===== src/rtl/alu_arb_pkg.sv =====
// Shared definitions for the two-requester ALU front end: FSM states,
// default widths and the ALU operation select encodings.
package alu_arb_pkg;

    localparam int DATA_W_DEF = 8;
    localparam int OP_W_DEF   = 3;

    typedef enum logic [1:0] {
        ST_IDLE    = 2'd0,
        ST_ISSUE   = 2'd1,
        ST_CAPTURE = 2'd2,
        ST_RESP    = 2'd3
    } state_t;

    // ADD is encoded as 8, which folds onto 0 once truncated to the select width
    localparam logic [OP_W_DEF-1:0] ALU_AND  = OP_W_DEF'(1);
    localparam logic [OP_W_DEF-1:0] ALU_OR   = OP_W_DEF'(2);
    localparam logic [OP_W_DEF-1:0] ALU_XOR  = OP_W_DEF'(3);
    localparam logic [OP_W_DEF-1:0] ALU_NAND = OP_W_DEF'(4);
    localparam logic [OP_W_DEF-1:0] ALU_NOR  = OP_W_DEF'(5);
    localparam logic [OP_W_DEF-1:0] ALU_XNOR = OP_W_DEF'(7);
    localparam logic [OP_W_DEF-1:0] ALU_ADD  = OP_W_DEF'(8);

endpackage


===== src/rtl/alu_arb_rr2.sv =====
// Two-input grant logic. With ALU_ARB_RR_EN defined a tie goes to the
// requester that did not win last time; otherwise requester 0 wins ties.
// A lone request always wins.
module alu_arb_rr2 (
    input  logic [1:0] req,
`ifdef ALU_ARB_RR_EN
    input  logic       last_grant,
`endif
    output logic [1:0] gnt
);

    // One-hot grant from the current request vector
    always_comb begin
        gnt = req;
        if (req == 2'b11) begin
`ifdef ALU_ARB_RR_EN
            gnt = last_grant ? 2'b01 : 2'b10;
`else
            gnt = 2'b01;
`endif
        end
    end

endmodule


===== src/rtl/alu_arbiter.sv =====
// Shares one externally registered ALU between two requesters. One
// transaction at a time: IDLE -> ISSUE -> CAPTURE -> RESP -> IDLE.
// Build option: define ALU_ARB_RR_EN for round-robin tie breaking;
// default is fixed priority to requester 0.
module alu_arbiter
    import alu_arb_pkg::*;
#(
    parameter int DATA_W = DATA_W_DEF,
    parameter int OP_W   = OP_W_DEF
) (
    input  logic                clk,
    input  logic                reset,
    input  logic [1:0]          req_valid,
    output logic [1:0]          req_ready,
    input  logic [2*DATA_W-1:0] req_a,
    input  logic [2*DATA_W-1:0] req_b,
    input  logic [2*OP_W-1:0]   req_op,
    output logic [1:0]          rsp_valid,
    input  logic [1:0]          rsp_ready,
    output logic [DATA_W-1:0]   rsp_data,
    output logic [2:0]          rsp_flags,
    output logic [DATA_W-1:0]   alu_inA,
    output logic [DATA_W-1:0]   alu_inB,
    output logic [OP_W-1:0]     alu_sel,
    input  logic [DATA_W-1:0]   alu_result,
    input  logic                alu_zero,
    input  logic                alu_carry,
    input  logic                alu_overF,
    output logic                busy,
    output logic [15:0]         op_count
);

    state_t              state_q, state_d;
    logic [1:0]          gnt;
    logic                grant_q;
    logic [DATA_W-1:0]   a_q, b_q;
    logic [OP_W-1:0]     op_q;
    logic [DATA_W-1:0]   rsp_data_q;
    logic [2:0]          rsp_flags_q;
    logic [15:0]         op_cnt_q;
    logic                accept;
    logic                rsp_hs;
`ifdef ALU_ARB_RR_EN
    logic                last_grant_q;
`endif

    alu_arb_rr2 u_arb (
        .req        (req_valid),
`ifdef ALU_ARB_RR_EN
        .last_grant (last_grant_q),
`endif
        .gnt        (gnt)
    );

    assign accept    = (state_q == ST_IDLE) && (|gnt);
    assign rsp_hs    = (state_q == ST_RESP) && rsp_ready[grant_q];
    assign rsp_data  = rsp_data_q;
    assign rsp_flags = rsp_flags_q;
    assign op_count  = op_cnt_q;

    // FSM state register
    always_ff @(posedge clk or negedge reset) begin
        if (!reset) state_q <= ST_IDLE;
        else        state_q <= state_d;
    end

    // Next state and all state-decoded outputs; the ALU sees zeros except in ISSUE
    always_comb begin
        state_d   = state_q;
        req_ready = 2'b00;
        rsp_valid = 2'b00;
        alu_inA   = '0;
        alu_inB   = '0;
        alu_sel   = '0;
        busy      = (state_q != ST_IDLE);
        case (state_q)
            ST_IDLE: begin
                if (reset) req_ready = gnt;
                if (|gnt)  state_d = ST_ISSUE;
            end
            ST_ISSUE: begin
                alu_inA = a_q;
                alu_inB = b_q;
                alu_sel = op_q;
                state_d = ST_CAPTURE;
            end
            ST_CAPTURE: state_d = ST_RESP;
            ST_RESP: begin
                rsp_valid[grant_q] = 1'b1;
                if (rsp_ready[grant_q]) state_d = ST_IDLE;
            end
            default: state_d = ST_IDLE;
        endcase
    end

    // Winner index, round-robin history and completed-transaction counter
    always_ff @(posedge clk or negedge reset) begin
        if (!reset) begin
            grant_q      <= 1'b0;
            op_cnt_q     <= 16'd0;
`ifdef ALU_ARB_RR_EN
            last_grant_q <= 1'b1;
`endif
        end else begin
            if (accept) begin
                grant_q      <= gnt[1];
`ifdef ALU_ARB_RR_EN
                last_grant_q <= gnt[1];
`endif
            end
            if (rsp_hs) op_cnt_q <= op_cnt_q + 16'd1;
        end
    end

    // Latch the winner's operands and select at the request handshake
    always_ff @(posedge clk) begin
        if (accept) begin
            a_q  <= req_a[DATA_W*gnt[1] +: DATA_W];
            b_q  <= req_b[DATA_W*gnt[1] +: DATA_W];
            op_q <= req_op[OP_W*gnt[1] +: OP_W];
        end
    end

    // Capture the ALU output one cycle after ISSUE; held through RESP
    always_ff @(posedge clk or negedge reset) begin
        if (!reset) begin
            rsp_data_q  <= '0;
            rsp_flags_q <= 3'b000;
        end else if (state_q == ST_CAPTURE) begin
            rsp_data_q  <= alu_result;
            rsp_flags_q <= {alu_overF, alu_carry, alu_zero};
        end
    end

endmodule


===== config.mk =====
export PLATFORM = sky130hd
export DESIGN_NAME = alu_arbiter
export DESIGN_NICKNAME = d
export VERILOG_FILES = /design/src/rtl/alu_arb_pkg.sv /design/src/rtl/alu_arb_rr2.sv /design/src/rtl/alu_arbiter.sv
export SDC_FILE = /design/constraint.sdc
export NUM_CORES = 1
export LEC_CHECK = 0
export ABC_CLOCK_PERIOD_IN_PS = 2000
export CAP_MARGIN = 20
export CORE_MARGIN = 2
export CORE_UTILIZATION = 37
export CTS_BUF_LIST = sky130_fd_sc_hd__clkbuf_16
export DETAILED_ROUTE_END_ITERATION = 10
export GPL_TIMING_DRIVEN = 0
export PLACE_DENSITY = 0.83
export SYNTH_ARGS = -nofsm -noshare
export SYNTH_HDL_FRONTEND = slang
export SYNTH_SLANG_ARGS = --single-unit
export TNS_END_PERCENT = 1

===== constraint.sdc =====
create_clock -name clk -period 2 [get_ports clk]
set_input_delay 0.3 -clock clk [delete_from_list [all_inputs] [get_ports clk]]
set_output_delay 0.3 -clock clk [all_outputs]
set_load 0.05 [all_outputs]

---- Word-level counts from Yosys, hierarchy flattened ----
Index checks and enable logic that the tools add are counted.
storage, ports and cells
  register bits ........................... 49
  output and inout port bits .............. 51
  bits in writable memories ............... 0
  ROM bits ................................ 0
  memories ................................ 0
  latch bits .............................. 0
  logic and storage cells ................. 42
cells by class
  order comparisons ....................... 2
  equality and inequality tests ........... 6
  multipliers ............................. 1
  muxes and demuxes ....................... 14
  reductions and logical operators ........ 7
  add/subtract/negate cells ............... 1
  shifts and indexed selects .............. 3
  bitwise operators ....................... 0
  divide/modulo/power cells ............... 0
operator list
  kind                                                    number
  indexed part select 16 x 5 -> 8 bit                     2
  adder 16 x 1 -> 16 bit (second input constant)          1
  2-to-1 mux 8 bit                                        2
  2-to-1 mux 2 bit                                        6
  one-hot mux 2 bit (4 select lines)                      1
  == test 2 bit (second input constant)                   3
  indexed part select 6 x 4 -> 3 bit                      1
  inequality test 2 x 1 -> 1 bit (second input constant)  2
  logical AND 1 bit                                       3
  multiplier 2 x 1 -> 3 bit (first input constant)        1
  2-to-1 mux 1 bit                                        3
  2-to-1 mux 3 bit                                        1
  == test 2 x 1 -> 1 bit (second input constant)          1
  zero test 2 bit                                         1
  < comparator 1 x 2 -> 1 bit (second input constant)     1
  AND reduction 2 bit                                     1
  nonzero test 2 bit                                      1
  OR reduction 2 bit                                      1
  demux 1 bit (select 1 bit)                              1
  >= comparator 1 bit (second input constant)             1

---- Logic depth before layout (Yosys ltp) ----
Gate-level depths: netlist (run 1).
  depth after elaboration ................. 5
  mapped depth ............................ 5
  depth with buffers taken out ............ 5

---- Hierarchy ----
A second synthesis (run 1) with hierarchy kept.
second synthesis, totals
  cell total of the unflattened synthesis .. 170
  area, all modules ....................... 2275.9 um^2
by module, submodules not included
  module       instances  cells each  area each (um^2)  sequential area each (um^2)
  alu_arbiter  1          168         2265.9            1321.3
  alu_arb_rr2  1          2           10.0              0.0

---- Least setup slack after synthesis (run 1) ----
No wires, ideal clock.
  path kind ............................... flip-flop to flip-flop
  start ................................... register state_q[0]
  end ..................................... register a_q[0], enable pin
  period minus slack after synthesis ...... 2.243 ns
  library setup time ...................... 0.395 ns
  setup slack ............................. -0.243 ns
  cell stages (with the launch flop) ...... 5
  required time ........................... 1.605 ns
  data arrival time ....................... 1.848 ns
  cell sequence ........................... dfrtp_1 inv_1 ha_1 inv_1 nor2_1
on the way
  longest elaborated chain between the ends .. 2
ends and longest elaborated chain
  element                 RTL line            text
  from (decl)             alu_arbiter.sv:33   state_t state_q, state_d;
  from (signal assigned)  alu_arbiter.sv:64   else state_q <= state_d;
  zero test 2 bit         alu_arbiter.sv:55   assign accept = (state_q == ST_IDLE) && (|gnt);
  logical AND 1 bit       alu_arbiter.sv:55
  named net accept        alu_arbiter.sv:41   logic accept;
  to (signal assigned)    alu_arbiter.sv:118  a_q <= req_a[DATA_W*gnt[1] +: DATA_W];
  to (decl)               alu_arbiter.sv:36   logic [DATA_W-1:0] a_q, b_q;
The timed path passes the listed nets, and every way through them passes these cells.
A chain may end at the register's enable or synchronous reset.

---- Worst setup path after layout (run 1) ----
  start ................................... register state_q[0]
  end ..................................... output busy
on the way
  longest elaborated chain between the ends .. 1
ends and longest elaborated chain
  element             RTL line           text
  nonzero test 2 bit  alu_arbiter.sv:75  busy = (state_q != ST_IDLE);
  to (decl)           alu_arbiter.sv:29  output logic busy,
No other way between the ends.

==> run metrics, run 1 <==
run status complete, no violations; die footprint 6777 µm²; Slew @ Worst Pin 0.6342 ns; CP endpoint kind primary output; TritonRoute pass-1 iters 4; Syn-to-layout area delta 58.60%; Max Transition Viols Final 0; crit-path cells inv_1 -> ha_1 -> inv_1 -> clkdlybuf4s15_2; Via-to-Cell Ratio 4.746; Die Span X 82.32 µm; Post-Syn Nets 230; PD cells 1409 nW/µm²; postcts setup bufs 0; core area 5921 µm²; Max-cap violations 0; WP data required 1.70 ns; crit-path max FO 6; utilization after layout 0.6080; antenna violations before repair 0; post-synthesis async set-or-reset flop share 0.6122; WL per Instance 14.41 µm; initial core utilization 0.3833; ys flop type dfrtp_1; WL final 5160 µm; Setup TNS Final 0 ns; Synth Area per Inst 13.43 µm²; share of layout cells above drive strength 1 0.2650; ANT cells 0; First DRT Iteration DRCs 34; fin crit share 0.9684; fin cells 358; EDFF count, synth 19; post-synth top area share 0.3308; Cell Area, Synth 2270 µm²; most numerous cell in the Yosys netlist mux2_2; Ys Warns 0; worst hold path type in -> async; Worst Setup Start Kind flop; M2 GR Usage 0.2806; leak pwr 1.458 nW; TritonCTS Buffers 5; std cell rows 28; CTS tree yes; CTS Sinks 49; distinct cell type count after synthesis 27; worst-path cell with the longest stage delay dfrtp_1; cell mode on critical path inv_1; pin count of the biggest net entering global routing 20; Post-synth top cells mux2_2, dfrtp_1, and2_1, edfxtp_1, xnor2_1; clk_skew 0.004748 ns; Net count, final 343; vias in the first global route 1,698; Post-route DRC 0; I/O pins 106; gr busiest metal met2; dpl cells 350; crit path DAT 1.64 ns; Final min period 1.937 ns; Die Span Y 82.32 µm; Min Hold Slack 0.1461 ns; met1 usage 0.1786; clk_lat worst skew 0.28 ns; # H-tree levels 2; post-route ant nets 0; Rel. slew slack 0.5772; VDD IR max 981.1 µV; I/O Buffers 105; Synth area leader dfrtp_1; Vias 1,699; Crit Path Category reg -> out; Synth Instances 169; HPWL Detailed 4003 µm; first-pass GRT wire length 8121 µm; Final GP Congestion 0.7366; Setup Viol. Count Final 0; Global Route met3 Usage 0.04239; GRT overflow 0; max incr delay on CP 0.42 ns; Root Buffer clkbuf_16; count of state elements after synthesis 49; f_max 516.3 MHz; clock buffer depth 2; final hold viol count 0; Area contributors post-synth dfrtp_1, edfxtp_1, mux2_2; Total Routing Usage GR 0.1609; RSZ-0062 raised after global routing yes; sequential share of the synthesized area 0.5821; Clock transition at path regs 0.06 ns
## through the flow
stage / setup slack [ns] / instance area (µm²) / power [W]
after floorplan: 0.05738 / 2272 / 0.003316
after global placement: -1.199 / 3417 / 0.004200
after detailed placement: -0.7584 / 3445 / 0.004254
after CTS: -0.04595 / 3600 / 0.005102
after global routing: -0.01061 / 3600 / 0.005327
final: 0.06325 / 3600 / 0.005073
## final cells by class
type | count | area (µm²)
clock buffers | 6 | 150.1
clock inverters | 2 | 7.507
fillers | 489 | 2321
well taps | 75 | 93.84
inverters | 3 | 11.26
plain buffers | 4 | 20.02
flip-flops and latches | 49 | 1321
repair buffers | 106 | 1045
multi-input cells | 113 | 950.9
## state kept, by name, summed over array words and instances, names as in the netlist
register,count
grant_q,1
b_q,8
rsp_data,8
state_q,2
op_q,3
a_q,8
rsp_flags,3
op_count,16
## critical path: cells and delay by family (launching register included)
| family | cells | cell delay [ns] |
|---|---|---|
| flops | 1 | 0.42 |
| fa+ha+maj | 1 | 0.28 |
| buf+inv | 3 | 0.66 |
## cells in the final DEF, fill, tap and decap left out, types with 2 or more instances in the layout
master            n
ha_1              4
nand4_1           3
xor2_1            6
inv_2             2
o21ai_0           3
buf_2             2
and2_1           19
a21oi_1           2
and3_1            3
clkbuf_2          3
clkbuf_16         6
clkdlybuf4s15_2  10
xnor2_1           9
buf_4            10
dfrtp_1          30
edfxtp_1         19
nand3_1           5
clkdlybuf4s50_1  80
nor2_1            6
inv_1             3
mux2_2           32
nand2_1           7
## worst paths after layout
kind,from,endpoint,slack [ns],depth (start not counted)
setup / recovery,state_q[0],busy,0.06,4
hold / removal,reset,grant_q,0.15,1
setup reg to reg,state_q[0],op_count[12],0.18,5
hold reg to reg,op_count[15],op_count[15],0.47,1
max in group asynchronous,reset,op_count[2],1.35,2
min in group clk,op_count[15],op_count[15],0.47,1
## where the power goes
part / switching [W] / total (W) / internal [W]
clock: 0.000345 / 0.000876 / 0.000531
combinational: 0.00169 / 0.00264 / 0.000947
sequential: 0.000176 / 0.00156 / 0.00139
## logic make-up (layout without fill, tap and decap cells)
family	after synthesis	after routing	share of synthesized area
simple gates	53	53	0.1378
xor+xnor	15	15	0.05788
flops	49	49	0.5821
mux	33	33	0.1632
buf+inv	7	121	0.01158
compound gates	6	6	0.01433
fa+ha+maj	6	6	0.03308
## metal layers
| metal | routed length [µm] | part of all wire |
|---|---|---|
| met5 | 0 | 0 |
| met4 | 205 | 0.040 |
| met3 | 273 | 0.053 |
| met2 | 2593 | 0.50 |
| met1 | 2088 | 0.40 |
## timing repair
action | 4_1_cts | 5_1_grt
endpoints found under the setup margin | 46 | 22
hold buffers | 0 | 0
gates resized for setup | 107 | 9
Power figures use the tool's default switching activity.
==> run 2: changes to the inputs <==
--- a/config.mk
+++ b/config.mk
@@ -5,14 +5,15 @@
 export SDC_FILE = /design/constraint.sdc
 export NUM_CORES = 1
 export LEC_CHECK = 0
+export ABC_AREA = 1
 export ABC_CLOCK_PERIOD_IN_PS = 2000
 export CAP_MARGIN = 20
 export CORE_MARGIN = 2
-export CORE_UTILIZATION = 37
+export CORE_UTILIZATION = 39
 export CTS_BUF_LIST = sky130_fd_sc_hd__clkbuf_16
 export DETAILED_ROUTE_END_ITERATION = 10
 export GPL_TIMING_DRIVEN = 0
-export PLACE_DENSITY = 0.83
+export PLACE_DENSITY = 0.84
 export SYNTH_ARGS = -nofsm -noshare
 export SYNTH_HDL_FRONTEND = slang
 export SYNTH_SLANG_ARGS = --single-unit
==> run 2 against run 1 <==
Net effect: non-clock buffer count rose by 1; highest routed layer unchanged; global-route usage is 0.21 points higher; critical endpoint is now req_ready[1]; total power down 3.4%.
==> run metrics, run 2 <==
Worst Path Buf+Inv 3; mux cell area share after synthesis 0.1309; count of state elements after synthesis 49; Max Transition Viols Final 0; clk_skew 0.007392 ns; Synth area leader dfrtp_1; TritonCTS Buffers 5; CP endpoint kind primary output; Ys Warns 0; internal reg-to-reg setup slack 0.25 ns; Die Span Y 85.36 µm; Vias 2,078; antenna violations before repair 0; Reg2Reg Depth 4; crit-path cells inv_1 -> ha_1 -> inv_1 -> nor3_1 -> buf_4; met2 wire len 2783 µm; Synth Area in XOR/XNOR 0.02036; area of the multi-input gates 1086 µm²; max incr delay on CP 0.42 ns; WL per Instance 12.87 µm; PD cells 1265 nW/µm²; EDFF count, synth 19; Setup Viol. Count Final 0; Slew @ Worst Pin 0.6422 ns; die footprint 7285 µm²; WL final 5753 µm; worst hold path type in -> async; crit path DAT 1.61 ns; WP data required 1.70 ns; I/O Buffers 105; Fillers 530; I/O pins 106; Post-route DRC 0; run status complete, no violations; clock buffer depth 2; critical path depth 5; f_max 523.2 MHz; Worst Setup Start Kind flop; First DRT Iteration DRCs 41; most common cell after layout, fill and taps aside clkdlybuf4s50_1; vias in the first global route 2,028; worst-path cell with the longest stage delay dfrtp_1; DR top layer met4; Max-cap violations 0; VDD IR max 950.9 µV; number of flip-flops in the largest register 16; Post-Syn Nets 317; core area 6386 µm²; clk_lat worst skew 0.28 ns; cell mode on critical path inv_1; leak pwr 1.759 nW; most frequent cells in the layout clkdlybuf4s50_1, nand2_1, inv_1; Clock transition at path regs 0.06 ns; post-synthesis adder-cell area fraction 0.02908; Synth Area per Inst 10.08 µm²; met1 wire length 2476 µm; final hold viol count 0; met3 wire length 477 µm; Synth Area in Compound Gates 0.01309; # H-tree levels 2; post-route ant nets 0; register area 1321 µm²; Simple-Gate Fraction of Synth Area 0.2230; Via-to-Cell Ratio 4.649; Crit Path Category reg -> out; Top delay family on crit path buffers and inverters; Final GP Congestion 0.8053; distinct cell type count after synthesis 28; Total Routing Usage GR 0.1630; ys flop type dfrtp_1; initial core utilization 0.4042; sequential share of the synthesized area 0.5119; Area contributors post-synth dfrtp_1, edfxtp_1, mux2_2; Post-DP Area 3760 µm²; TritonRoute pass-1 iters 4; Post-synth top cells nand2_1, inv_1, dfrtp_1, mux2_2, edfxtp_1; Rel. slew slack 0.5719; Cell Area, Synth 2581 µm²; Net count, final 430; post-synth top area share 0.2908; Reg-to-Reg Start state_q[0]; reg-to-reg endpoint b_q[4]; largest family of logic cells by synthesized area simple AND/OR/NAND/NOR gates; post-synthesis async set-or-reset flop share 0.6122; first-pass GRT wire length 9508 µm; most numerous cell in the Yosys netlist nand2_1; crit-path max FO 4; Design Power 0.004900 W; CTS tree yes; pin count of the biggest net entering global routing 21; ANT cells 0; Root Buffer clkbuf_16; HPWL Detailed 4522 µm; Synth Instances 256; std cell rows 29; share of layout cells above drive strength 1 0.2405; CTS Sinks 49; fin crit share 0.9556; Syn-to-layout area delta 50.02%; Design Area, Final 3872 µm²; GRT overflow 0; Die Span X 85.36 µm; Final min period 1.911 ns
run 2: cell types whose count changed after synthesis, sizes merged, moves of 4 or more:
cell | before | now
nand3 | 5 | 9
inv | 3 | 42
nor2 | 7 | 18
xnor2 | 9 | 3
nand2 | 7 | 71
and2 | 20 | 0
nand4 | 3 | 9
run 2: kinds of logic (layout without fill, tap and decap cells):
kind of cell | Yosys count | count (layout)
adder cells (fa/ha/maj) | 6 | 6
multiplexers | 30 | 30
flip-flops | 49 | 49
buffers and inverters | 47 | 161
AND/OR/NAND/NOR | 112 | 112
AO/OA/AOI/OAI | 6 | 6
XOR/XNOR | 6 | 6
run 2: where the power goes:
| part | internal [W] | switching (W) |
|---|---|---|
| registers | 0.00136 | 0.000180 |
| logic | 0.000892 | 0.00169 |
| clock network | 0.000452 | 0.000327 |
run 2: per-stage QoR:
stage	util	hold slack [ns]	worst slack [ns]	instances	setup TNS [ns]
global route	0.6064	0.2110	-0.02223	447	-0.02618
global placement	0.5844	0.4820	-1.304	438	-7.557
finish	0.6064	0.1533	0.08876	447	0
floorplan	-	0.004409	-0.3770	256	-0.7540
detailed placement	0.5888	0.5015	-0.7317	439	-7.577
CTS	0.6072	0.1709	-0.03669	447	-0.04600
run 2: worst max-delay path by stage:
stage | to | slack [ns] | from
after floorplan | req_ready[0] | -0.38 | state_q[0]
after global placement | req_ready[0] | -1.30 | reset
after detailed placement | req_ready[1] | -0.73 | reset
after CTS | busy | -0.04 | state_q[0]
after global routing | req_ready[0] | -0.02 | reset
final | req_ready[1] | 0.09 | state_q[0]
run 2: area by class of cell:
cell class,instances,share of cell area
Buffer,5,0.008724
Multi-Input combinational cell,160,0.2805
Inverter,42,0.04136
Tap cell,77,0.02488
Timing Repair Buffer,106,0.2679
Clock inverter,3,0.003231
Clock buffer,5,0.03231
Sequential cell,49,0.3412
run 2: metal layers:
metal  track usage  vias to the layer above
met5             0                        -
met4       0.03030                        0
met3       0.04086                        2
met2        0.2898                       81
met1        0.2019                      949
li1              -                     1046
run 2: repair_timing:
| action | in CTS | in global routing |
|---|---|---|
| pin swaps | 0 | 0 |
| endpoints found under the setup margin | 35 | 43 |
| setup buffers | 0 | 0 |
| hold buffers | 0 | 0 |
| gates resized for setup | 108 | 14 |
